`src/rtl/cpu_regfile.sv`:
```
// cpu_regfile: architectural register file (A F B C D E H L SP PC).
// Combinational 8-bit and 16-bit pair reads; 8-bit, pair and flag writes;
// a one-cycle inc/dec unit on a pair; a dedicated PC port with load and
// increment.
// Optional feature macro: REGFILE_BYPASS_EN. When defined, rd8, rd16 and
// flags forward same-edge write data (wr16, wr8, flags). IDU results and
// the PC are never forwarded.
module cpu_regfile #(
  parameter logic [15:0] SP_RESET = 16'hFFFE,
  parameter logic [15:0] PC_RESET = 16'h0000
) (
  input  logic        clk,
  input  logic        rst,
  input  logic [2:0]  rd8_sel,
  output logic [7:0]  rd8,
  input  logic [1:0]  rd16_sel,
  output logic [15:0] rd16,
  input  logic [2:0]  wr8_sel,
  input  logic [7:0]  wr8_data,
  input  logic        wr8_en,
  input  logic [1:0]  wr16_sel,
  input  logic [15:0] wr16_data,
  input  logic        wr16_en,
  input  logic [1:0]  idu_sel,
  input  logic [1:0]  idu_op,
  input  logic [3:0]  flags_in,
  input  logic        flags_we,
  output logic [3:0]  flags,
  input  logic [15:0] pc_wr,
  input  logic        pc_we,
  input  logic        pc_inc,
  output logic [15:0] pc
);

  // Byte slots 0..7 follow the rd8_sel encoding (B C D E H L F A);
  // slots 8 and 9 are SP high and SP low.
  localparam int NUM_BYTES = 10;
  localparam logic [3:0] F_IDX = 4'd6;

  logic [7:0]  regs   [NUM_BYTES];
  logic [7:0]  wr_val [NUM_BYTES];
  logic [7:0]  view   [NUM_BYTES];
  logic [NUM_BYTES-1:0] wr_hit;
  logic [NUM_BYTES-1:0] idu_hit;
  logic [15:0] idu_cur;
  logic [15:0] idu_res;
  logic        idu_act;
  logic [15:0] pc_q;

  // Slot of the high / low byte of a pair (0 BC, 1 DE, 2 HL, 3 SP).
  function automatic logic [3:0] hi_idx(input logic [1:0] p);
    return (p == 2'd3) ? 4'd8 : {1'b0, p, 1'b0};
  endfunction

  function automatic logic [3:0] lo_idx(input logic [1:0] p);
    return (p == 2'd3) ? 4'd9 : {1'b0, p, 1'b1};
  endfunction

  // IDU: read the target pair and apply +/-1 modulo 2^16.
  always_comb begin
    idu_cur = {regs[hi_idx(idu_sel)], regs[lo_idx(idu_sel)]};
    idu_act = 1'b0;
    idu_res = idu_cur;
    case (idu_op)
      2'b01: begin
        idu_act = 1'b1;
        idu_res = idu_cur + 16'd1;
      end
      2'b10: begin
        idu_act = 1'b1;
        idu_res = idu_cur - 16'd1;
      end
      default: ;
    endcase
  end

  // Port writes per byte, applied lowest priority first so that later
  // (higher priority) sources overwrite: flags, then wr8, then wr16.
  // NOTE: every output of this block gets a value before any conditional
  // update, so no path leaves a variable unassigned and no latch is inferred.
  always_comb begin
    for (int i = 0; i < NUM_BYTES; i++) begin
      wr_val[i] = regs[i];
    end
    wr_hit = '0;
    if (flags_we) begin
      wr_val[F_IDX] = {flags_in, 4'h0};
      wr_hit[F_IDX] = 1'b1;
    end
    if (wr8_en) begin
      // F's low nibble is hard-wired to zero.
      wr_val[{1'b0, wr8_sel}] = ({1'b0, wr8_sel} == F_IDX) ?
                                {wr8_data[7:4], 4'h0} : wr8_data;
      wr_hit[{1'b0, wr8_sel}] = 1'b1;
    end
    if (wr16_en) begin
      wr_val[hi_idx(wr16_sel)] = wr16_data[15:8];
      wr_val[lo_idx(wr16_sel)] = wr16_data[7:0];
      wr_hit[hi_idx(wr16_sel)] = 1'b1;
      wr_hit[lo_idx(wr16_sel)] = 1'b1;
    end
  end

  // IDU owns only the bytes of its pair that no port write claims.
  always_comb begin
    idu_hit = '0;
    if (idu_act) begin
      idu_hit[hi_idx(idu_sel)] = 1'b1;
      idu_hit[lo_idx(idu_sel)] = 1'b1;
    end
  end

  // Register bytes: reset to architectural values, else take the winner.
  // NOTE: this array is a bank of flops, not a RAM, so resetting every
  // entry is intended and cheap; a RAM-inferred memory would not be reset.
  always_ff @(posedge clk or posedge rst) begin
    if (rst) begin
      for (int i = 0; i < 8; i++) begin
        regs[i] <= 8'h00;
      end
      regs[8] <= SP_RESET[15:8];
      regs[9] <= SP_RESET[7:0];
    end else begin
      // NOTE: state is updated with non-blocking assignments so every flop
      // samples pre-edge values, independent of statement order.
      for (int i = 0; i < NUM_BYTES; i++) begin
        if (wr_hit[i]) begin
          regs[i] <= wr_val[i];
        end else if (idu_hit[i]) begin
          regs[i] <= (i[0] == 1'b0 && i != 9) ? idu_res[15:8] : idu_res[7:0];
        end
      end
    end
  end

  // Program counter: load beats increment.
  always_ff @(posedge clk or posedge rst) begin
    if (rst) begin
      pc_q <= PC_RESET;
    end else if (pc_we) begin
      pc_q <= pc_wr;
    end else if (pc_inc) begin
      pc_q <= pc_q + 16'd1;
    end
  end

  // Read view: registered state, or same-edge port writes when forwarding.
  always_comb begin
    for (int i = 0; i < NUM_BYTES; i++) begin
`ifdef REGFILE_BYPASS_EN
      view[i] = wr_val[i];
`else
      view[i] = regs[i];
`endif
    end
  end

  // Output muxes.
  always_comb begin
    rd8   = view[{1'b0, rd8_sel}];
    rd16  = {view[hi_idx(rd16_sel)], view[lo_idx(rd16_sel)]};
    flags = view[F_IDX][7:4];
    pc    = pc_q;
  end

endmodule

```
`config.mk`:
```
export PLATFORM = sky130hd
export DESIGN_NAME = cpu_regfile
export DESIGN_NICKNAME = d
export VERILOG_FILES = /design/src/rtl/cpu_regfile.sv
export SDC_FILE = /design/constraint.sdc
export NUM_CORES = 1
export LEC_CHECK = 0
export BUFFER_PORTS_ARGS = -buffer_cell sky130_fd_sc_hd__buf_2
export CAP_MARGIN = 20
export CORE_ASPECT_RATIO = 0.6
export CORE_UTILIZATION = 28
export CTS_CLUSTER_SIZE = 16
export DETAILED_ROUTE_END_ITERATION = 8
export GPL_ROUTABILITY_DRIVEN = 0
export PLACE_DENSITY = 0.5
export REMOVE_ABC_BUFFERS = 1
export SYNTH_ARGS = -nofsm -noshare
export SYNTH_HDL_FRONTEND = slang
export SYNTH_SLANG_ARGS = --single-unit
```
`constraint.sdc`:
```
create_clock -name clk -period 8.8 [get_ports clk]
set_clock_uncertainty 0.15 [all_clocks]
set_input_delay 1.76 -clock clk [delete_from_list [all_inputs] [get_ports clk]]
set_output_delay 1.76 -clock clk [all_outputs]
set_load 0.05 [all_outputs]
```
==> qor.yml <==
outcome:
  outcome: "finished, violations left"
  failed_checks: "DRC"
global_routing:
  antenna_found_initial: 0
  grt_pass1_vias: 6165
  grt-ovfl-total: 0
  track_usage_pct: 21.95
  grt_start_max_net_pins: 54
  grt_pass1_wl_mm: 41.32
power:
  internal_power_mw: 1.160
  totalPowerFinal_mw: 2.060
  power_density_mw_per_mm2: 251.8
  power_frac_seq_pct: 34.0
  p_leak_nw: 3.385
  sw_frac_of_total_pct: 43.72
  clkPwrFrac_pct: 20.3
  ir_worst_vdd_uv: 109.7
  p_sw_uw: 900.9
  p_comb_share_pct: 45.7
die:
  fp.dieArea_mm2: 0.02586
  die_x_um: 206.9
  io_pins: 109
  die_h_um: 125.0
  start_util_pct: 28.86
  row_count: 44
  core-area_mm2: 0.02444
clocking:
  ctsResizeCount: 0
  cts.path.max_buffers: 2
  cts_tree: "built"
  postCtsSetupBuffers: 0
  cts_htree_levels: 3
  clock_latency_ps: 370
  root_buffer: "clkbuf_16"
  hold_buffers: 0
  clk_pin_slew_ps: 60
  cts_sinks: 96
  numCtsBuffers: 9
worst_setup_path:
  worst-path-max-fanout: 16
  required_ps: 6890
  crit_path_start_kind: "primary input"
  critical_path_arrival_ps: 3330
  endpoint_kind: "output pin"
  crit_type: "primary input to output pin"
placed_design:
  hpwl_mm: 20.85
  io_buffer_count: 108
  place_area_mm2: 0.007875
  dp_slack_ps: 3280
detailed_routing:
  met3_length_mm: 3.411
  top_layer: "met4"
  wl_met2_mm: 10.76
  drc_errors: 6
  met1_length_mm: 13.53
  vias: 6663
  ant_nets: 0
  dr.first_iter.drc_count: 942
  wl_per_cell_um: 24.19
  drt-vias-per-instance: 5.754
  totalWireLength_mm: 28.02
  dr.pass1.iters: 7
final_layout:
  final_common_cell: "buf_2"
  stdcell_area_mm2: 0.008183
  finish.utilization_pct: 33.48
  num_antenna_cells: 0
  area_delta_synth_final_pct: 15.98
  fin_nets: 915
  final_cell_mix: "buf_2 (109), nand2_1 (99), dfrtp_1 (81), nor2_1 (78), o21ai_0 (74)"
  drive_gt1_share_pct: 27.03
sta:
  fmax_mhz: 190.7
  rsz0062_at_grt: "false"
  fin_ws_ps: 3556
  post-route-min-period_ps: 5244
  fin_setup_tns_ps: 0
  finalHoldViolations: 0
  worstMarginPinSlew_ps: 1067
  slew_viol_final: 0
  setup_viol: 0
  slew-limit-headroom_pct: 28.87
  min_period_over_period_pct: 59.59
synthesis:
  syn-cell-area_mm2: 0.007056
  syn_inst: 756
  synthArstFlopShare_pct: 100.0
  synth-seq-area-share_pct: 34.31
  dominantRegCellSynth: "dfrtp_1"
  yosysUniqueCellTypes: 65
  ys_ff_latch: 96
  synth_warnings: 0
  avgSynthCellArea_um2: 9.333
  synth_edf_count: 0
min_path:
  hold_path.class: "flip-flop to flip-flop"
run:
  cap_violations: 0
-- routing by layer --
metal / GRT usage (%) / up-vias
met5: 0 / -
met1: 34.89 / 3294
met4: 3.607 / 0
li1: - / 2971
met2: 28.08 / 370
met3: 7.508 / 28
-- Yosys cell counts, types with 5 or more instances --
library cell	count	share of area (%)
a211oi_1	6	0.64
a21o_1	6	0.64
a21oi_1	64	4.5
a221oi_1	10	1.2
a22oi_1	13	1.4
a31oi_1	9	0.80
and2_1	8	0.71
buf_1	7	0.37
buf_4	5	0.53
clkbuf_1	42	2.2
dfrtp_1	81	29
dfstp_2	15	5.6
ha_1	18	3.2
mux2_2	14	2.2
mux2i_1	12	1.7
mux4_2	47	15
nand2_1	99	5.3
nand3_1	14	0.99
nand4_1	6	0.53
nor2_1	78	4.1
nor3_1	18	1.3
o211ai_1	6	0.64
o21ai_0	74	5.2
o22ai_1	11	0.98
xnor2_1	11	1.4
xor2_1	19	2.4
-- worst max-delay path: stages --
cell and delay, ps:
buf_2 450, mux4_2 590, mux2_2 290, buf_2 210
-- area by class of cell --
| type | instances | area, um2 |
|---|---|---|
| well taps | 322 | 402.9 |
| inverters | 4 | 17.52 |
| clock buffers | 13 | 260.3 |
| repair buffers | 119 | 620.6 |
| fillers | 2554 | 16260 |
| clock inverters | 3 | 42.54 |
| multi-input cells | 601 | 4418 |
| flip-flops and latches | 96 | 2421 |
-- cell families (layout without fill, tap and decap cells) --
| kind of cell | after synthesis | after routing | share of synthesized area, % |
|---|---|---|---|
| DFF | 96 | 96 | 34.31 |
| AOI/OAI and AO/OA | 223 | 223 | 19.45 |
| muxes | 73 | 73 | 18.94 |
| adders and majority gates | 19 | 19 | 3.476 |
| xor gates and xnor gates | 31 | 31 | 4.043 |
| buffers and inverters | 59 | 139 | 3.423 |
| and+or+nand+nor | 255 | 255 | 16.35 |
-- per-stage QoR --
stage | hold WS (ps) | cells
detailed placement | 315.7 | 1141
CTS | 330.5 | 1157
floorplan | 294.8 | 701
finish | 331.9 | 1158
global placement | 308.8 | 1141
global route | 354.7 | 1158
-- worst paths after layout --
check                           start        to  slack [ps]  cells past startpoint
max reg2reg                  regs[32]  regs[56]        5340                     10
min                          regs[19]  regs[19]         330                      2
max                        rd8_sel[0]    rd8[7]        3560                      4
min in group asynchronous         rst     pc[0]        1360                      2
min reg2reg                  regs[19]  regs[19]         330                      2
max in group asynchronous         rst  regs[49]        6060                      3
-- flip-flops by register name (all words and copies together), names as in the netlist --
register and cells:
pc 16, regs 76, flags 4
-- power by group through the flow --
stage,Clock (mW),Combinational (mW),Sequential (mW)
finish,0.418,0.942,0.700
global route,0.443,1.01,0.711
CTS,0.426,0.932,0.694
detailed placement,0,0.926,0.702
global placement,0,0.925,0.702
floorplan,0,0.659,0.675
Note: power is estimated with default switching activity, not from simulation.
